File: src/rtl/fetch_stage.sv
// fetch_stage: instruction fetch stage with PC register, IF/ID pipeline register and fetch FSM
// Ports: clk, rst (sync, active-high); stall freezes PC and IF/ID; flush/redirect_pc redirect fetch;
//   imem_req/imem_addr/imem_rdata/imem_ready instruction memory handshake;
//   if_id_pc/if_id_pc_plus4/if_id_inst/if_id_valid IF/ID register contents.
// Macro FETCH_HALT_EN: accepting ECALL/EBREAK parks the fetcher in HALT until a flush or reset.
module fetch_stage #(
  parameter logic [31:0] RESET_PC = 32'h0000_0000,
  parameter logic [31:0] NOP_INST = 32'h0000_0013
) (
  input  logic        clk,
  input  logic        rst,
  input  logic        stall,
  input  logic        flush,
  input  logic [31:0] redirect_pc,
  output logic        imem_req,
  output logic [31:0] imem_addr,
  input  logic [31:0] imem_rdata,
  input  logic        imem_ready,
  output logic [31:0] if_id_pc,
  output logic [31:0] if_id_pc_plus4,
  output logic [31:0] if_id_inst,
  output logic        if_id_valid
);
  logic [31:0] pc, pcPlus4;
  logic fetching, accept, take;
  assign pcPlus4 = pc + 32'd4;
  assign imem_addr = pc;
  assign imem_req = fetching;
  assign accept = fetching & imem_ready & ~stall & ~flush;
  assign take = accept & ~rst;
`ifdef FETCH_HALT_EN
  typedef enum logic {FETCH, HALT} state_t;
  state_t state, stateNext;
  always_ff @(posedge clk)
    state <= rst ? FETCH : stateNext;
  always_comb begin
    stateNext = state;
    if (flush) stateNext = FETCH;
    else if (accept && (imem_rdata == 32'h0000_0073 || imem_rdata == 32'h0010_0073)) stateNext = HALT;
  end
  assign fetching = state == FETCH;
`else
  assign fetching = 1'b1;
`endif
  // Any cycle not accepting a word (flush, memory wait, HALT) loads a bubble; stall alone freezes IF/ID.
  always_ff @(posedge clk) begin
    pc <= rst ? RESET_PC : flush ? redirect_pc : take ? pcPlus4 : pc;
    if (rst | flush | ~stall) begin
      if_id_pc       <= take ? pc : '0;
      if_id_pc_plus4 <= take ? pcPlus4 : '0;
      if_id_inst     <= take ? imem_rdata : NOP_INST;
      if_id_valid    <= take;
    end
  end
endmodule

File: config.mk
export PLATFORM = sky130hd
export DESIGN_NAME = fetch_stage
export DESIGN_NICKNAME = d
export VERILOG_FILES = /design/src/rtl/fetch_stage.sv
export SDC_FILE = /design/constraint.sdc
export NUM_CORES = 1
export LEC_CHECK = 0
export BUFFER_PORTS_ARGS = -buffer_cell sky130_fd_sc_hd__buf_4
export CAP_MARGIN = 5
export CORE_ASPECT_RATIO = 0.7
export CORE_MARGIN = 4
export CORE_UTILIZATION = 51
export CTS_CLUSTER_SIZE = 28
export DETAILED_ROUTE_END_ITERATION = 8
export PLACE_DENSITY_LB_ADDON = 0.05
export SKIP_LAST_GASP = 1
export SYNTH_ARGS = -nofsm -noshare
export SYNTH_HDL_FRONTEND = slang
export SYNTH_SLANG_ARGS = --single-unit
File: constraint.sdc
create_clock -name clk -period 3.6 [get_ports clk]
set_input_delay 0.18 -clock clk [delete_from_list [all_inputs] [get_ports clk]]
set_output_delay 0.18 -clock clk [all_outputs]
set_load 0.01 [all_outputs]
Word-level counts from Yosys, hierarchy flattened
Index checks and enable logic that the tools add are counted.

Logic and storage cells: 17. Register bits: 129. Output and inout bits: 130.

Reductions and logical operators: 1. Bitwise logic cells: 8. $add $sub $neg: 1. Multiplexer cells: 2.

Operators with widths (count): 32-bit 2-to-1 mux (2); 32-bit by 3-bit adder with 32-bit output, second input constant (1); 1-bit bitwise AND (3); 1-bit NOT (3); 1-bit bitwise OR (2); 2-bit nonzero test (1).

Logic depth before layout (Yosys ltp)
Gate-level depths: netlist (run 1).

Depth after elaboration: 6. Mapped depth: 9.

Worst setup path before layout (run 1)
Ideal clock, no wire load.

Path type: input port to flip-flop. From: input port rst. To: register if_id_inst[0], enable pin. Stages on the path: 4. Setup time: 458 ps. Required time: 3142 ps. Buffers on the path: 2. Setup slack: 342 ps. Data arrival time: 2801 ps. Cells stage by stage: clkbuf_1 clkbuf_1 nor2_1 nand2_1.

Word-level cells in the longest chain between the ends: 2.

RTL lines: start, declared (line 11) `input logic rst,`; 1-bit bitwise OR (2 in a row) (line 48) `if (rst | flush | ~stall) begin`; end signal, assigned (line 51) `if_id_inst <= take ? imem_rdata : NOP_INST;`; end, declared (line 21) `output logic [31:0] if_id_inst,`.

Every way passes these cells. A chain may end at the register's enable or synchronous reset.

Worst setup path in the final report (run 1)
From: register pc[2] (netlist: imem_addr[2]). To: register if_id_pc_plus4[20], data pin.

Word-level cells in the longest chain between the ends: 1.

RTL lines: start, declared (line 24) `logic [31:0] pc, pcPlus4;`; start signal, assigned (line 47) `pc <= rst ? RESET_PC : flush ? redirect_pc : take ? pcPlus4 : pc;`; 32-bit by 3-bit adder with 32-bit output (line 26) `assign pcPlus4 = pc + 32'd4;`; end signal, assigned (line 50) `if_id_pc_plus4 <= take ? pcPlus4 : '0;`; end, declared (line 20) `output logic [31:0] if_id_pc_plus4,`.

Every way passes these cells.

==> run_results.csv, run 1 <==
group,metric,value,unit
run_status,status,"complete, no violations",
logic_synthesis,synth-seq-cells,127,
setup_path,crit_arrival,2.67,ns
placement,io_buffers,197,
logic_synthesis,syn_area_per_cell,11.2,um2
floorplanning,initial_core_util,52.7,%
layout,layout.cells.non_filler,867,
setup_path,crit_path_max_fanout,12,
power_and_ir_drop,ir_drop,0.318,mV
power_and_ir_drop,p_per_area,470,nW/um2
sta,fin_crit_sh,69.5,%
layout,drive_gt1_share,33.6,%
sta,setup_viol,0,
floorplanning,ios,199,
grt,grt_max_degree,60,
clock_tree,htreeDepth,4,
logic_synthesis,netlist_area,5870,um2
routing,ant_nets,0,
floorplanning,dieArea,13300,um2
sta,slew_viol_final,0,
grt,grt_first_pass_wirelength,24.2,mm
placement,dp_hpwl,10.7,mm
power_and_ir_drop,leakagePower,3.37,nW
clock_tree,cts.clk_slew.worst_paths,0.05,ns
layout,area_growth,35.2,%
routing,first_iter_violations,375,
logic_synthesis,yosysTopAreaCell,"edfxtp_1",
floorplanning,rows,32,
placement,gp_congestion,0.840,
setup_path,crit_path_end_kind,"register",
sta,fin_skew,0.00408,ns
clock_tree,holdBufCountCts,0,
logic_synthesis,syn_nets,593,
routing,wirelength,15.6,mm
clock_tree,cts_tree,"built",
clock_tree,worstSkewPairLatency,0.41,ns
routing,drc,0,
logic_synthesis,syn_inst,523,
clock_tree,cts_made_buffers,17,
grt,grt_use_total,23.2,%
logic_synthesis,yosysWarnings,0,
floorplanning,dieWidth,136,um
sta,fmax,400,MHz
grt,grt_overflow_total,0,
routing,first_pass_iters,5,
sta,min_period,2.50,ns
setup_path,crit_type,"reg2reg",
clock_tree,cts-root-buf,"clkbuf_16",
sta,worst_pin_slew,0.988,ns
routing,routedWlPerCell,18.0,um
clock_tree,cts.sinks,127,
logic_synthesis,seq_area_frac_synth,59.6,%
logic_synthesis,synth_edf_count,95,
sta,rsz0062_at_grt,"no",
worst_hold_path,min_path_type,"in2reg",
sta,hold_violations,0,
placement,place_inst,835,
logic_synthesis,synth_flop_cell,"edfxtp_1",
clock_tree,clock_path_buffers,2,
floorplanning,coreArea,11100,um2
setup_path,crit_required,3.77,ns
routing,vias,4823,
logic_synthesis,async_flop_share,0,%
logic_synthesis,synth.top_cell.area_share,48.6,%
logic_synthesis,ys_top_cells_by_area,"edfxtp_1, dfxtp_1, and2_1",
layout,antenna_cells,0,
clock_tree,post_cts_resize_count,0,
floorplanning,die_h,97.7,um
sta,tns,0,ns
sta,relSlewSlack,34.2,%
grt,antenna_found_initial,0,
routing,viasPerCell,5.56,
logic_synthesis,yosysUniqueCellTypes,52,
layout,final_nets,771,
layout,nFillCells,839,
grt,first_global_vias,4594,
clock_tree,post_cts_buffers,0,
run,drv_cap,0,
setup_path,critPathLaunchType,"register",
==> cell families (layout without fill, tap and decap cells) <==
logic type	after synthesis	count (layout)	synth area share [%]
XOR/XNOR	19	19	2.84
buffers and inverters	50	241	4.35
AO/OA/AOI/OAI	72	72	8.32
adder cells (fa/ha/maj)	1	1	0.213
multiplexers	5	5	0.917
AND/OR/NAND/NOR	248	248	23.7
flip-flops	127	127	59.6
other	1	1	0.0639
==> report_power, final <==
part	total (W)	internal, W	switching [W]
combinational	0.000344	0.000178	0.000166
clock	0.00167	0.00107	0.000604
sequential	0.00171	0.00164	0.0000687
==> state kept, by name (all words and copies together), names as in the netlist <==
register and flops:
if_id_inst 32, imem_addr 32, if_id_pc 32, if_id_pc_plus4 30
if_id_valid 1
==> cells in the mapped netlist, drive strengths merged (7+ instances only) <==
master  count
edfxtp     95
and2       62
nor2       46
dfxtp      32
nand2      30
buf        28
nand3      27
nand4      16
a21oi      15
clkbuf     15
o21ai      14
or3        14
xnor2      13
nor4       11
a311oi     10
nor3        9
a211oi      8
and3        8
a21o        7
o31ai       7
==> area by class of cell <==
cell class	count	area, um2	share of cell area [%]
tap	153	191	2.41
sequential	127	3490	44.1
timing repair buffer	202	1520	19.1
multi-input combinational	346	2120	26.8
clock inverter	14	149	1.88
inverter	7	26.3	0.331
clock buffer	18	429	5.41
==> per-stage QoR <==
| stage | util, % | cell area (um2) | hold WS, ns | power [W] | setup WS (ns) |
|---|---|---|---|---|---|
| after global placement | 66.1 | 7350 | 0.417 | 0.00208 | 1.30 |
| after detailed placement | 66.1 | 7350 | 0.427 | 0.00208 | 1.11 |
| after floorplan | - | 5870 | 0.325 | 0.00188 | 0.342 |
| after global routing | 71.2 | 7930 | 0.0232 | 0.00386 | 0.926 |
| after CTS | 71.2 | 7930 | 0.00178 | 0.00375 | 1.09 |
| final | 71.2 | 7930 | 0.00871 | 0.00373 | 1.10 |
==> layer usage <==
metal	up-vias	wire length, um	global-route usage (%)
met4	0	269	8.68
met5	-	0	0
li1	2278	-	-
met1	2314	6760	31.8
met2	206	7280	36.3
met3	25	1260	5.18
==> worst max-delay path, stage by stage (launching register included) <==
cell	delay, ns
dfxtp_1	0.47
ha_1	0.28
and3_1	0.37
nand4_1	0.46
or3_1	0.50
a21o_1	0.17
==> final timing paths <==
| path | end | start | cells after the start | slack (ns) |
|---|---|---|---|---|
| max | if_id_pc_plus4[20] | imem_addr[2] | 5 | 1.10 |
| min | imem_addr[1] | redirect_pc[1] | 3 | 0.009 |
| max reg2reg | if_id_pc_plus4[20] | imem_addr[2] | 5 | 1.10 |
| min reg2reg | imem_addr[1] | imem_addr[1] | 2 | 0.52 |
==> layout by cell type, fill, tap and decap left out, drive strengths merged, types with 2 or more instances in the layout <==
cell type,netlist,final
xor2,6,6
a21o,7,7
nand2,30,30
inv,6,6
o31ai,7,7
clkinvlp,0,4
o21ai,14,14
edfxtp,95,95
or4b,4,4
dfxtp,32,32
mux2i,2,2
and4,4,4
a21oi,15,15
clkbuf,15,18
bufinv,0,3
mux2,3,3
o21a,2,2
nor4,11,11
and2,62,62
nand3,27,27
or4,5,5
nor3,9,9
and3,8,8
a311oi,10,10
nand2b,4,4
a2111oi,4,4
nand4,16,16
a211oi,8,8
clkinv,1,8
nor2b,3,3
xnor2,13,13
buf,28,202
or3,14,14
nor2,46,46
Note: power is estimated with default switching activity, not from simulation.
==> run 2, diff against run 1 <==
Clock period 3.6 ns to 2.53 ns, I/O delays scaled along.
==> run 2 against run 1 <==
Fmax grew 3.4%. Sequential share of layout area shrank 2.4 points. Worst setup slack lost 0.99 ns. Power grew 42%. First-iteration DRC count grew 5.6%. Register-to-register slack lost 0.99 ns. Clock skew grew 0.0032 ns. Clock-buffer cell count grew 2. Global-route usage grew 2.2 points. Cell count grew 5.8%. Critical path type unchanged.
==> run_results.csv, run 2 (synthesized netlist as in run 1, its figures left out) <==
group,metric,value,unit
worst_hold_path,min_path_type,"in2reg",
sta,rsz0062_at_grt,"no",
setup_path,reg2reg_to,"if_id_pc_plus4[28]",
clock_tree,clock_path_buffers,2,
setup_path,reg2reg_slack,0.11,ns
sta,tns,0,ns
setup_path,crit_arrival,2.68,ns
power_and_ir_drop,p_per_area,633,nW/um2
sta,hold_violations,0,
grt,grt_overflow_total,0,
floorplanning,die_h,97.7,um
setup_path,cp_top_family,"simple AND/OR/NAND/NOR gates",
sta,fin_skew,0.00730,ns
grt,first_global_vias,5032,
sta,slew_viol_final,0,
clock_tree,post_cts_buffers,0,
setup_path,crit_chain,"and3_1, nand4_1, or4_1, a21oi_1",
floorplanning,dieWidth,136,um
placement,dp_hpwl,11.2,mm
worst_hold_path,hold_start,"redirect_pc[8]",
grt,grt_first_pass_wirelength,26.4,mm
run_status,status,"complete, no violations",
layout,layout_common_cells,"buf_4, edfxtp_1, and2_1, nor2_1, dlygate4sd3_1",
layout,final_nets,821,
setup_path,cpPeakStageDelay,0.63,ns
setup_path,critPathLaunchType,"register",
worst_hold_path,worstHoldPathCells,3,
setup_path,crit_buf_inv,0,
power_and_ir_drop,total_power,0.00531,W
sta,relSlewSlack,48.4,%
clock_tree,cts.sinks,127,
setup_path,crit-reg2reg-launch,"imem_addr[6]",
routing,vias,5066,
floorplanning,initial_core_util,52.7,%
sta,min_period,2.42,ns
layout,drive_gt1_share,33.4,%
floorplanning,dieArea,13300,um2
grt,antenna_found_initial,0,
setup_path,crit_path_end_kind,"register",
setup_path,crit_required,2.79,ns
clock_tree,post_cts_resize_count,0,
setup_path,crit_type,"reg2reg",
routing,viasPerCell,5.52,
routing,first_iter_violations,396,
setup_path,cp_slowest_cell,"or4_1",
layout,layout.cells.most_common,"buf_4",
power_and_ir_drop,leakagePower,3.59,nW
routing,wirelength,16.7,mm
clock_tree,cts_made_buffers,17,
setup_path,rr_worst_depth,4,
sta,setup_viol,0,
layout,multi_input_area,2120,um2
sta,fin_crit_sh,95.6,%
floorplanning,ios,199,
layout,seqCellArea,3490,um2
layout,nFillCells,787,
routing,ant_nets,0,
grt,grt_use_total,25.4,%
layout,area_growth,43.0,%
floorplanning,coreArea,11100,um2
floorplanning,rows,32,
sta,fmax,413,MHz
placement,gp_congestion,0.895,
run,drv_cap,0,
routing,drc,0,
grt,grt_max_degree,55,
power_and_ir_drop,ir_drop,0.430,mV
clock_tree,cts_tree,"built",
routing,routedWlPerCell,18.2,um
worst_hold_path,whs_endpoint,"imem_addr[8]",
clock_tree,cts-root-buf,"clkbuf_16",
setup_path,crit_path_max_fanout,12,
clock_tree,worstSkewPairLatency,0.41,ns
layout,antenna_cells,0,
placement,io_buffers,197,
routing,first_pass_iters,5,
sta,worst_pin_slew,0.773,ns
clock_tree,htreeDepth,4,
clock_tree,cts.clk_slew.worst_paths,0.06,ns
-- run 2: worst max-delay path by stage --
stage                       from            endpoint  cells past startpoint
detailed placement  imem_addr[6]  if_id_pc_plus4[28]                      4
floorplan                    rst       if_id_inst[0]                      4
finish              imem_addr[6]  if_id_pc_plus4[28]                      4
global placement    imem_addr[6]  if_id_pc_plus4[20]                      4
CTS                 imem_addr[6]  if_id_pc_plus4[28]                      4
global route        imem_addr[6]  if_id_pc_plus4[28]                      4
-- run 2: layout make-up --
cell class / instances / area share (%)
Sequential cell: 127 / 41.6
Inverter: 7 / 0.313
Clock inverter: 12 / 1.43
Timing Repair Buffer: 252 / 23.8
Multi-Input combinational cell: 346 / 25.3
Clock buffer: 20 / 5.21
Tap cell: 153 / 2.28
-- run 2: through the flow --
step           setup slack (ns)  cell area [um2]  util (%)  std cells  hold slack, ns
3_5_place_dp              0.213             7460      67.0        848           0.379
5_1_grt                 0.00370             8390      75.4        917         0.00160
6_report                  0.110             8390      75.4        917         0.00720
3_3_place_gp              0.367             7460      67.0        848           0.363
4_1_cts                   0.184             8370      75.2        915        0.000405
2_1_floorplan             0.217             5870         -        523           0.271
-- run 2: routing by layer --
metal	vias up	wire length [um]	GRT usage, %
met5	-	0	0
met4	0	170	6.51
met3	17	1460	6.47
met2	232	8120	41.7
met1	2442	6920	33.8
li1	2375	-	-
-- run 2: what timing repair did --
action / in CTS / in global routing
hold buffers: 35 / 2
hold endpoints to repair: 35 / 2
setup endpoints to repair: 0 / 1
-- run 2: where the power goes --
group	internal (W)	switching, W
Sequential	0.00234	0.0000909
Clock	0.00144	0.000884
Combinational	0.000302	0.000262
Total	0.00408	0.00124
-- run 2: worst reg2reg max path: cells and delay by family, from the launching register on --
| kind | cells | cell delay, ns |
|---|---|---|
| compound gates | 1 | 0.15 |
| simple gates | 3 | 1.58 |
| flops | 1 | 0.53 |
